<file path="src/rtl/calc_pkg.sv">
// Shared types and constants for the calculator sequencer: state encoding,
// default key codes and the digit classifier.
package calc_pkg;

    typedef enum logic [2:0] {
        S_ENTA = 3'd0,
        S_LDA  = 3'd1,
        S_CLRA = 3'd2,
        S_ENTB = 3'd3,
        S_LDB  = 3'd4,
        S_WAIT = 3'd5,
        S_LDR  = 3'd6,
        S_SHOW = 3'd7
    } state_t;

    localparam logic [3:0] KEY_ADD_DEF     = 4'hA;
    localparam logic [3:0] KEY_SUB_DEF     = 4'hB;
    localparam logic [3:0] KEY_EQ_DEF      = 4'hE;
    localparam int         WAIT_CYCLES_DEF = 2;

    function automatic logic is_digit(input logic [3:0] code);
        return (code <= 4'd9);
    endfunction

endpackage

</file>
<file path="src/rtl/calc_settle_timer.sv">
// Loadable 4-bit down-counter; done is raised while the count sits at 1 so the
// caller leaves its wait state on the last counted cycle.
module calc_settle_timer (
    input  logic       clk_i,
    input  logic       rst_ni,
    input  logic       load_i,
    input  logic [3:0] load_val_i,
    input  logic       dec_i,
    output logic       done_o
);

    logic [3:0] count_q;

    always_ff @(posedge clk_i or negedge rst_ni) begin
        if (!rst_ni) begin
            count_q <= 4'd0;
        end else if (load_i) begin
            count_q <= load_val_i;
        end else if (dec_i && (count_q != 4'd0)) begin
            count_q <= count_q - 4'd1;
        end
    end

    assign done_o = (count_q == 4'd1);

endmodule

</file>
<file path="src/rtl/calc_sequencer.sv">
// Keypad-driven control sequencer for the 4-bit calculator datapath.
// Define CALC_CHAIN_EN to let an operator key in S_SHOW reuse the result as operand A.
module calc_sequencer
    import calc_pkg::*;
#(
    parameter logic [3:0] KEY_ADD     = KEY_ADD_DEF,
    parameter logic [3:0] KEY_SUB     = KEY_SUB_DEF,
    parameter logic [3:0] KEY_EQ      = KEY_EQ_DEF,
    parameter int         WAIT_CYCLES = WAIT_CYCLES_DEF
) (
    input  logic       clock,
    input  logic       reset_n,
    input  logic       trig,
    input  logic [3:0] value,
    input  logic       clearEntry,
    output logic       loadA,
    output logic       loadB,
    output logic       loadR,
    output logic       addSub,
    output logic       clearIU,
    output logic       iuau,
    output logic       chainSel,
    output logic       busy,
    output logic       keyErr,
    output logic [2:0] state
);

    generate
        if ((WAIT_CYCLES < 0) || (WAIT_CYCLES > 15)) begin : g_bad_wait
            $error("calc_sequencer: WAIT_CYCLES must be in 0..15");
        end
    endgenerate

    localparam logic [3:0] WAIT_LD = 4'(WAIT_CYCLES);

    state_t state_q, state_d;
    logic   add_sub_q, add_sub_d;
    logic   key_err_q, key_err_d;
    logic   clr_req_q, clr_req_d;
    logic   tmr_done;
    logic   is_op;

    assign is_op = (value == KEY_ADD) || (value == KEY_SUB);

`ifdef CALC_CHAIN_EN
    logic chain_q, chain_d;
`endif

    calc_settle_timer u_timer (
        .clk_i      (clock),
        .rst_ni     (reset_n),
        .load_i     (state_q == S_LDB),
        .load_val_i (WAIT_LD),
        .dec_i      (state_q == S_WAIT),
        .done_o     (tmr_done)
    );

    always_comb begin
        state_d   = state_q;
        add_sub_d = add_sub_q;
        key_err_d = 1'b0;
        clr_req_d = 1'b0;
`ifdef CALC_CHAIN_EN
        chain_d   = 1'b0;
`endif
        // clearEntry is checked before trig everywhere, so a simultaneous key is discarded
        case (state_q)
            S_ENTA: begin
                if (clearEntry) begin
                    clr_req_d = 1'b1;
                end else if (trig) begin
                    if (is_op) begin
                        add_sub_d = (value == KEY_SUB);
                        state_d   = S_LDA;
                    end else if (value == KEY_EQ) begin
                        key_err_d = 1'b1;
                    end
                end
            end
            S_LDA:  state_d = S_CLRA;
            S_CLRA: state_d = S_ENTB;
            S_ENTB: begin
                if (clearEntry) begin
                    clr_req_d = 1'b1;
                end else if (trig) begin
                    if (is_op) begin
                        add_sub_d = (value == KEY_SUB);
                    end else if (value == KEY_EQ) begin
                        state_d = S_LDB;
                    end
                end
            end
            S_LDB:  state_d = (WAIT_LD == 4'd0) ? S_LDR : S_WAIT;
            S_WAIT: if (tmr_done) state_d = S_LDR;
            S_LDR:  state_d = S_SHOW;
            S_SHOW: begin
                if (clearEntry) begin
                    clr_req_d = 1'b1;
                    state_d   = S_ENTA;
                end else if (trig) begin
                    if (is_op) begin
`ifdef CALC_CHAIN_EN
                        add_sub_d = (value == KEY_SUB);
                        chain_d   = 1'b1;
                        state_d   = S_LDA;
`else
                        key_err_d = 1'b1;
`endif
                    end else if (is_digit(value)) begin
                        state_d = S_ENTA;
                    end
                end
            end
            default: state_d = S_ENTA;
        endcase
    end

    always_ff @(posedge clock or negedge reset_n) begin
        if (!reset_n) begin
            state_q   <= S_ENTA;
            add_sub_q <= 1'b0;
            key_err_q <= 1'b0;
            clr_req_q <= 1'b0;
`ifdef CALC_CHAIN_EN
            chain_q   <= 1'b0;
`endif
        end else begin
            state_q   <= state_d;
            add_sub_q <= add_sub_d;
            key_err_q <= key_err_d;
            clr_req_q <= clr_req_d;
`ifdef CALC_CHAIN_EN
            chain_q   <= chain_d;
`endif
        end
    end

    assign loadA   = (state_q == S_LDA);
    assign loadB   = (state_q == S_LDB);
    assign loadR   = (state_q == S_LDR);
    assign clearIU = (state_q == S_CLRA) || (state_q == S_LDR) || clr_req_q;
    assign iuau    = (state_q == S_SHOW);
    assign busy    = (state_q == S_LDA) || (state_q == S_CLRA) || (state_q == S_LDB) ||
                     (state_q == S_WAIT) || (state_q == S_LDR);
    assign addSub  = add_sub_q;
    assign keyErr  = key_err_q;
    assign state   = state_q;

`ifdef CALC_CHAIN_EN
    // chain_q is set only on the S_SHOW -> S_LDA edge, so it spans exactly that S_LDA cycle
    assign chainSel = chain_q;
`else
    assign chainSel = 1'b0;
`endif

endmodule

</file>
<file path="config.mk">
export PLATFORM = sky130hd
export DESIGN_NAME = calc_sequencer
export DESIGN_NICKNAME = d
export VERILOG_FILES = /design/src/rtl/calc_pkg.sv /design/src/rtl/calc_settle_timer.sv /design/src/rtl/calc_sequencer.sv
export SDC_FILE = /design/constraint.sdc
export NUM_CORES = 1
export LEC_CHECK = 0
export CORE_UTILIZATION = 51
export CTS_CLUSTER_DIAMETER = 200
export CTS_CLUSTER_SIZE = 16
export DETAILED_ROUTE_END_ITERATION = 8
export PLACE_DENSITY = 0.88
export SKIP_CTS_REPAIR_TIMING = 1
export SLEW_MARGIN = 20
export SYNTH_ARGS = -nofsm -noshare
export SYNTH_HDL_FRONTEND = slang
export SYNTH_HIERARCHICAL = 1
export SYNTH_SLANG_ARGS = --single-unit
</file>
<file path="constraint.sdc">
create_clock -name clock -period 3.8 [get_ports clock]
set_input_delay 0.76 -clock clock [delete_from_list [all_inputs] [get_ports clock]]
set_output_delay 0.76 -clock clock [all_outputs]
set_load 0.01 [all_outputs]
</file>
## Word-level counts from Yosys, hierarchy flattened

Cells that the tools add are included.

- Output and inout bits: 12
- Word-level logic and storage cells: 70
- Input port bits: 8
- Flip-flop bits (word level): 10

- $lt $le $gt $ge: 1
- Mux-type cells: 25
- Eq/ne operators: 22
- Bitwise logic cells: 1
- Reductions and logical operators: 15
- Add/sub/neg operators: 1

Operators with widths:

| operator | count |
|---|---|
| $mux 3 | 12 |
| $pmux 3 s8 | 1 |
| $ne 2x2->1 const B | 8 |
| $eq 3x3->1 const B | 4 |
| $eq 4x4->1 const B | 3 |
| $reduce_and 11->1 | 1 |
| $mux 1 | 9 |
| $mux 4 | 2 |
| $logic_or 1x1->1 | 7 |
| $eq 3x2->1 const B | 2 |
| $ne 3x3->1 const B | 2 |
| $eq 4x1->1 const B | 1 |
| $le 4x4->1 const B | 1 |
| $reduce_and 4->1 | 1 |
| $reduce_bool 4->1 | 1 |
| $sub 4x1->4 const B | 1 |
| $eq 3x1->1 const B | 1 |
| $logic_not 3->1 | 1 |
| $ne 3x2->1 const B | 1 |
| $reduce_or 3->1 | 1 |
| $pmux 1 s2 | 1 |
| $reduce_bool 2->1 | 1 |
| $reduce_or 2->1 | 1 |
| $logic_and 1x1->1 | 1 |
| $not 1->1 | 1 |

## Logic depth before layout (Yosys ltp)

Gate-level depths: netlist (run 1).

- Word-level depth: 6
- Gate-level depth with buffers: 7

## Cells and area by module

The synthesis (run 1) kept the hierarchy.

By module, submodules not included:

| module | times used | cells each | sequential area each (sq um) | area each (sq um) |
|---|---|---|---|---|
| calc_sequencer | 1 | 53 | 150.1 | 504.2 |
| calc_settle_timer | 1 | 29 | 100.1 | 282.8 |

## Worst setup path before layout (run 1)

Ideal clock, no wire load.

- Path kind: register to output
- Start: reg state_q[0] (netlist: state[0])
- End: out busy
- Arrival: 1.355 ns
- Setup slack: 1.685 ns
- Required time: 3.040 ns
- Cell stages (with the launch flop): 5
- Cell sequence: dfrtp_1 > inv_1 > ha_1 > and2_1 > or3_1

- Elaborated cells between the ends (all ways): 9
- Classes of those cells: eq/ne: 5; reduce/logical: 4

RTL lines:

| what | line | source |
|---|---|---|
| start, declared | calc_sequencer.sv:36 | `state_t state_q, state_d;` |
| start signal, assigned | calc_sequencer.sv:128 | `state_q <= state_d;` |
| $eq 3x3->1 | n/a |  |
| named net loadB | calc_sequencer.sv:17 | `output logic loadB,` |
| $logic_or 1x1->1 (2 in series) | calc_sequencer.sv:143 | `assign busy = (state_q == S_LDA) \|\| (state_q == S_CLRA) \|\| (state_q == S_LDB) \|\|` |
| $logic_or 1x1->1 | calc_sequencer.sv:144 | `(state_q == S_WAIT) \|\| (state_q == S_LDR);` |
| end, declared | calc_sequencer.sv:23 | `output logic busy,` |

The timed path passes the listed nets, and every way through them passes these cells.

## Final worst setup path (run 1)

- Start: reg state_q[0] (netlist: state[0])
- End: out busy

- Word-level cells in the longest chain between the ends: 5
- Elaborated cells between the ends (all ways): 9
- Classes of those cells: eq/ne: 5; reduce/logical: 4

RTL lines:

| what | line |
|---|---|
| $eq 3x1->1 / $eq 3x2->1 (equally long branches) | calc_sequencer.sv:143 |
| $logic_or 1x1->1 (3 in series) | calc_sequencer.sv:143 |
| $logic_or 1x1->1 * | calc_sequencer.sv:144 |

Mark *: on every way between the ends. The rest lies on a longest branch, timed or not.

==> run summary, run 1 <==
Status: complete, no violations
Asr flop ratio synth: 100%
Number of port buffers: 18
Synth area leaders: dfrtp_1 32%, ha_1 11%, nor2_1 4.3%, inv_1 3.8%, nand4b_4 3.0%
Setup Slack @ Placement: 1.10 ns
Worst setup SP type: flip-flop
Final hold vios: 0
Initial Util: 57.6%
Initial DRC Count: 22
Setup TNS Final: 0 ns
Synth-to-layout area growth: 28.0%
Final Routed Wirelength: 1.81 mm
Worst-path clk slew: 0.07 ns
First-pass GRT wire length: 2.89 mm
Antenna cells: 0
Critical Path Fanout Max: 14
Post-route ant nets: 0
Leak Pwr: 0.000469 uW
MaxCap Viol Count: 0
Largest net degree at the start of global routing: 15
Critical Path Max Stage Delay: 0.54 ns
Average routed wire per standard cell: 15.2 um
Chip width: 41.3 um
Syn Inst Count: 82
All-Layer GR Usage: 27.1%
Clock Path Buffers: 2
Synth Area per Inst: 9.60 sq um
Rows: 13
Num ports: 20
Slowest-stage cell, CP: clkdlybuf4s50_1
CTS Buf Count: 3
RSZ-0062 raised after global routing: false
Share of layout cells above drive strength 1: 13.5%
Detailed placer's ending HPWL: 1.38 mm
Fin crit share: 79.6%
VDD IR max: 0.513 mV
Grt ovf: 0
Slew Limit Fails: 0
Final Non-Filler Cells: 119
Post-synth EDFFs: 0
Vias in the first global route: 651
Hold WC Path Type: flip-flop to flip-flop
Buf/Inv on CP: 2
Fin Clk Skew: 0.000439 ns
Top delay family on crit path: buffers and inverters
Critical Path AT: 2.27 ns
Core area: 0.00137 sq mm
Prevailing post-synth register cell: dfrtp_1
Util after Layout: 73.7%
Initial antenna violation count: 0
Setup violators final: 0
Crit. End Element: primary output
Clock sink total: 10
GP Congestion: 0.746
Synth area leader: dfrtp_1
H-tree Lvls: 1
Ys Warns: 6
CP Cell Sequence: inv_1, ha_1, and2_1, or3_1, clkdlybuf4s50_1
#FFs+latches synth: 10
Total number of vias: 674
Critical Setup Path Class: flip-flop to primary output
Die height: 41.3 um
Dpl cells: 115
Netlist cell types: 36
PwrDens: 699 mW/mm^2
Final Net Count: 120
Seq/Total Area, Yosys: 31.8%
Fmax: 331 MHz
Worst skew pair latency: 0.27 ns
Minimum clock period after layout: 3.03 ns
Vias/cell: 5.66
Critical Path RT: 3.04 ns
Die ar.: 0.00170 sq mm
Yosys top cell area share: 31.8%
Post-route worst setup slack: 0.775 ns
Post-Syn Area: 787 sq um
CTS tree: built
Clock root buffer: clkbuf_4
Router iterations before antenna repair: 4
Residual DRC count: 0
==> report_power, final <==
part           internal (uW)  switching, uW
clock network           58.2           41.3
logic                    204            189
registers                151           61.1
==> worst register-to-register path: stages (launching register included) <==
cell and delay [ns]:
dfrtp_1 0.44, ha_1 0.36, nand2_2 0.11, nor4b_1 0.37
a211oi_1 0.13, o41ai_2 0.11, mux2_1 0.36
==> stage by stage <==
step	power [uW]	hold slack [ns]	cell area (sq um)
after detailed placement	600	0.505	971
after floorplan	449	0.464	798
final	705	0.517	1010
after global routing	752	0.553	1010
after CTS	706	0.521	1010
after global placement	581	0.491	971
==> final timing paths <==
path / from / end / slack (ns) / cells after the start
setup / recovery: state[0] / busy / 0.77 / 5
hold / removal: addSub / addSub / 0.52 / 1
setup reg to reg: state[1] / state[0] / 1.81 / 6
hold reg to reg: addSub / addSub / 0.52 / 1
max in group asynchronous: reset_n / u_timer/count_q[0] / 2.66 / 1
min in group asynchronous: reset_n / keyErr / 0.82 / 1
==> cells by family after synthesis <==
kind of cell	synth area share (%)
AND/OR/NAND/NOR	30.0
AO/OA/AOI/OAI	13.4
buffers and inverters	7.15
flip-flops	31.8
adder cells (fa/ha/maj)	11.1
multiplexers	5.56
other	0.954
==> layout make-up <==
| class | instances | area [sq um] |
|---|---|---|
| Clock buffer | 4 | 36.3 |
| Fill cell | 95 | 359 |
| Inverter | 8 | 30.0 |
| Multi-Input combinational cell | 64 | 492 |
| Sequential cell | 10 | 250 |
| Tap cell | 15 | 18.8 |
| Timing Repair Buffer | 18 | 180 |
==> Yosys cell counts, types with 2 or more instances <==
cell type,number
conb_1,2
or2_2,2
nor2_1,9
inv_1,8
nor3b_1,3
nand2_2,2
a31oi_1,2
nand2_1,4
dfrtp_1,10
a21oi_1,2
nor3_1,2
and2_1,2
nor2b_1,2
mux2_1,2
ha_1,7
o21ai_1,2
buf_4,2
==> sequential cells by signal, indices dropped and copies added, names as in the netlist <==
signal,cells
addSub,1
keyErr,1
state,3
u_timer/count_q,4
clr_req_q,1
==> layout by cell type (no fill, tap or decap), types with 2 or more instances in the layout <==
| cell | Yosys | layout |
|---|---|---|
| clkbuf_4 | 0 | 3 |
| nor3b_1 | 3 | 3 |
| o21ai_1 | 2 | 2 |
| and2_1 | 2 | 2 |
| nand2_1 | 4 | 4 |
| nand2_2 | 2 | 2 |
| conb_1 | 2 | 5 |
| dfrtp_1 | 10 | 10 |
| or2_2 | 2 | 2 |
| mux2_1 | 2 | 2 |
| a31oi_1 | 2 | 2 |
| nor2b_1 | 2 | 2 |
| nor2_1 | 9 | 9 |
| a21oi_1 | 2 | 2 |
| ha_1 | 7 | 7 |
| nor3_1 | 2 | 2 |
| clkdlybuf4s50_1 | 0 | 18 |
| inv_1 | 8 | 8 |
==> metal layers <==
layer  up-vias  GRT usage, %  share of wire, %
met5         -             0                 0
li1        329             -                 -
met3         2          7.61               5.3
met1       315          31.5                44
met4         0          8.06              0.11
met2        28          47.7                50
Note: power is estimated with default switching activity, not from simulation.
==> inputs of run 2 (changes only) <==
Settings changed: CORE_UTILIZATION 51 to 43, PLACE_DENSITY 0.88 to 0.79.
Clock period 3.8 ns to 2.75 ns, I/O delays scaled along.
==> run summary, run 2 (synthesis gave the netlist of run 1 again) <==
Setup TNS Final: 0 ns
Crit. End Element: primary output
VDD IR max: 0.447 mV
Final hold vios: 0
GP Congestion: 0.760
All-Layer GR Usage: 19.0%
Worst-path clk slew: 0.07 ns
Synth-to-layout area growth: 30.5%
Slowest-stage cell, CP: clkdlybuf4s50_1
Most frequent cells in the layout: 18 x clkdlybuf4s50_1, 10 x dfrtp_1, 9 x nor2_1, 8 x inv_1, 7 x ha_1
Initial DRC Count: 26
Post-route ant nets: 0
H-tree Lvls: 1
Share of layout cells above drive strength 1: 14.3%
Router iterations before antenna repair: 4
Cell Area, Placed: 991 sq um
CP Cell Sequence: inv_1, ha_1, and2_1, or3_1, clkdlybuf4s50_1
Critical Path Max Stage Delay: 0.50 ns
Worst setup SP type: flip-flop
Setup violators final: 0
RSZ-0062 raised after global routing: false
# fillers: 158
Final Net Count: 121
Die ar.: 0.00201 sq mm
Average routed wire per standard cell: 12.6 um
Final Routed Wirelength: 1.64 mm
Met3 WL: 70 um
Reg2Reg Setup Slack: 0.77 ns
Total number of vias: 669
Fmax: 389 MHz
Num ports: 20
WL met2: 762 um
Residual DRC count: 0
Clock Path Buffers: 2
Leading cell type in the layout, fill and taps excluded: clkdlybuf4s50_1
Vias/cell: 5.15
Critical Setup Path Class: flip-flop to primary output
Worst skew pair latency: 0.26 ns
Core area: 0.00173 sq mm
Fin crit share: 93.6%
Number of port buffers: 18
Fin Clk Skew: 0.00251 ns
Minimum clock period after layout: 2.57 ns
Detailed placer's ending HPWL: 1.23 mm
CTS Buf Count: 3
Chip width: 44.8 um
Critical Path AT: 2.02 ns
Clock sink total: 10
Rows: 15
Hold WC Path Type: flip-flop to flip-flop
Die height: 44.8 um
CTS tree: built
MaxCap Viol Count: 0
Initial antenna violation count: 0
Slew Limit Fails: 0
PwrDens: 933 mW/mm^2
Critical Path Fanout Max: 6
Max reg flops: 4
Status: complete, no violations
Initial Util: 45.6%
Antenna cells: 0
Clock root buffer: clkbuf_4
Leak Pwr: 0.000475 uW
Critical Path RT: 2.20 ns
Register name with the most flops: u_timer/count_q
Vias in the first global route: 619
First-pass GRT wire length: 2.74 mm
Largest net degree at the start of global routing: 14
Post-route cell area: 0.00103 sq mm
Highest metal used: met4
Post-Route M1 WL: 767 um
Grt ovf: 0
-- run 2: cell types whose count changed in the layout (fill, tap and decap cells not counted), sizes merged --
cell	previous run	this run
buf	0	1
-- run 2: final timing paths --
check	cells past startpoint	to	startpoint
max	5	busy	state[1]
min	1	addSub	addSub
max reg2reg	7	state[1]	u_timer/count_q[1]
min reg2reg	1	addSub	addSub
max in group asynchronous	1	state[0]	reset_n
min in group asynchronous	1	state[2]	reset_n
-- run 2: worst max-delay path: cells and delay by family, from the launching register on --
| family | cells | cell delay, ns |
|---|---|---|
| fa+ha+maj | 1 | 0.25 |
| simple gates | 2 | 0.47 |
| buf+inv | 2 | 0.59 |
| flops | 1 | 0.45 |
-- run 2: layout make-up --
class,count,area [sq um],share of cell area (%)
flip-flops and latches,10,250,24.4
repair buffers,19,188,18.3
well taps,25,31.3,3.05
multi-input cells,64,492,47.9
clock buffers,4,36.3,3.53
inverters,8,30.0,2.92
-- run 2: per-layer routing --
metal | vias up | global-route usage [%]
met5 | - | 0
met4 | 0 | 7.88
met3 | 4 | 5.20
met2 | 22 | 30.3
met1 | 316 | 24.3
li1 | 327 | -
-- run 2: power breakdown --
group | total (uW) | internal (uW) | switching (uW)
combinational | 532 | 283 | 249
sequential | 291 | 208 | 83.2
clock | 135 | 80.3 | 54.5
total | 959 | 572 | 387
-- run 2: stage by stage --
stage	setup WS [ns]	hold WS [ns]	power [uW]	instances	util [%]
floorplan	0.845	0.254	620	85	-
global placement	0.512	0.492	801	126	57.4
detailed placement	0.446	0.509	820	126	57.4
CTS	0.151	0.525	959	130	59.5
global route	0.0301	0.534	1040	130	59.5
finish	0.177	0.526	959	130	59.5
==> inputs of run 3 (changes only) <==
Settings changed: CORE_UTILIZATION 43 to 45, CTS_BUF_LIST set to sky130_fd_sc_hd__clkbuf_4 sky130_fd_sc_hd__clkbuf_8, PLACE_DENSITY 0.79 to 0.82.
==> run summary, run 3 (synthesis gave the netlist of run 1 again) <==
Failing checks: design-rule violations
Setup TNS Final: 0 ns
Fmax: 385 MHz
Critical Path Fanout Max: 5
Reg2Reg Depth: 6
Crit. End Element: primary output
Vias/cell: 5.48
Hold WC Path Type: flip-flop to flip-flop
Critical Path RT: 2.20 ns
Residual DRC count: 3
Reg2Reg Setup Slack: 0.86 ns
All-Layer GR Usage: 19.0%
Total power: 953 uW
Detailed placer's ending HPWL: 1.21 mm
Buf/Inv on CP: 2
Clock Path Buffers: 2
Top delay family on crit path: buffers and inverters
Crit path depth: 5
Initial DRC Count: 13
Critical Path AT: 2.05 ns
Register name with the most flops: u_timer/count_q
VDD IR max: 0.652 mV
Share of layout cells above drive strength 1: 14.3%
Grt ovf: 0
Clock root buffer: clkbuf_4
Setup violators final: 0
Final hold vios: 0
PwrDens: 938 mW/mm^2
MaxCap Viol Count: 0
Total number of vias: 663
Leading cell type in the layout, fill and taps excluded: clkdlybuf4s50_1
H-tree Lvls: 1
Final Net Count: 121
Synth-to-layout area growth: 29.1%
GP Congestion: 0.779
Vias in the first global route: 589
Critical Path Max Stage Delay: 0.48 ns
Final Routed Wirelength: 1.55 mm
Status: finished, violations left
WHS: 0.508 ns
Critical Setup Path Class: flip-flop to primary output
CTS tree: built
Slowest-stage cell, CP: clkdlybuf4s50_1
Largest net degree at the start of global routing: 14
Num ports: 20
Worst skew pair latency: 0.26 ns
Average routed wire per standard cell: 12.8 um
Post-route ant nets: 0
Leak Pwr: 0.000475 uW
Core area: 0.00158 sq mm
Reg-to-reg endpoint: state[0]
Number of port buffers: 18
Die height: 43.8 um
Chip width: 43.8 um
Worst Hold Endpoint: addSub
Max reg flops: 4
CTS Buf Count: 3
Antenna cells: 0
Initial antenna violation count: 0
Initial Util: 49.9%
First-pass GRT wire length: 2.64 mm
Slew Limit Fails: 0
Fin Clk Skew: 0.000980 ns
Router iterations before antenna repair: 6
Worst-path clk slew: 0.08 ns
WHS Path Cells: 1
Fin crit share: 94.5%
Hold path start: addSub
R2R Path Start: state[0]
Most frequent cells in the layout: 18 x clkdlybuf4s50_1, 10 x dfrtp_1, 9 x nor2_1, 8 x inv_1, 7 x ha_1
Rows: 14
CP Cell Sequence: inv_1, ha_1, and2_1, or3_1, clkdlybuf4s50_1
RSZ-0062 raised after global routing: false
Worst setup SP type: flip-flop
Clock sink total: 10
Minimum clock period after layout: 2.60 ns
Die ar.: 0.00192 sq mm
Util after Layout: 64.4%
## run 3: cell counts in the layout (fill, tap and decap cells not counted)
Identical to the previous run, type by type.
## run 3: report_power, final
part	leakage [uW]	internal (uW)	total, uW	switching [uW]
clock network	0.0000210	80.2	136	55.7
registers	0.000122	208	289	81.2
logic	0.000331	282	528	246
total	0.000475	570	953	383
## run 3: cell type report
class                   count  area (sq um)
well taps                  16          20.0
flip-flops and latches     10           250
clock buffers               4          36.3
multi-input cells          64           492
repair buffers             19           188
fillers                   131           561
inverters                   8          30.0
## run 3: stage by stage
step                      instance area, sq um  cells  worst slack (ns)
after detailed placement                   980    117             0.451
final                                     1020    121             0.151
after global placement                     980    117             0.475
after global routing                      1020    121            0.0698
after CTS                                 1020    121             0.149
after floorplan                            798     85             0.845
## run 3: worst max-delay path by stage
| stage | start | slack (ns) | to |
|---|---|---|---|
| detailed placement | clearEntry | 0.45 | state[0] |
| global route | state[0] | 0.07 | busy |
| global placement | state[0] | 0.48 | busy |
| floorplan | state[0] | 0.85 | busy |
| CTS | state[0] | 0.15 | busy |
| finish | state[0] | 0.15 | busy |
## run 3: metal layers
metal / routed length, um / GRT usage, % / up-vias / share of wire [%]
met1: 718 / 25.3 / 313 / 46
met3: 76 / 4.58 / 2 / 4.9
li1: - / - / 330 / -
met5: 0 / 0 / - / 0
met4: 18 / 10.6 / 0 / 1.2
met2: 742 / 28.1 / 18 / 48
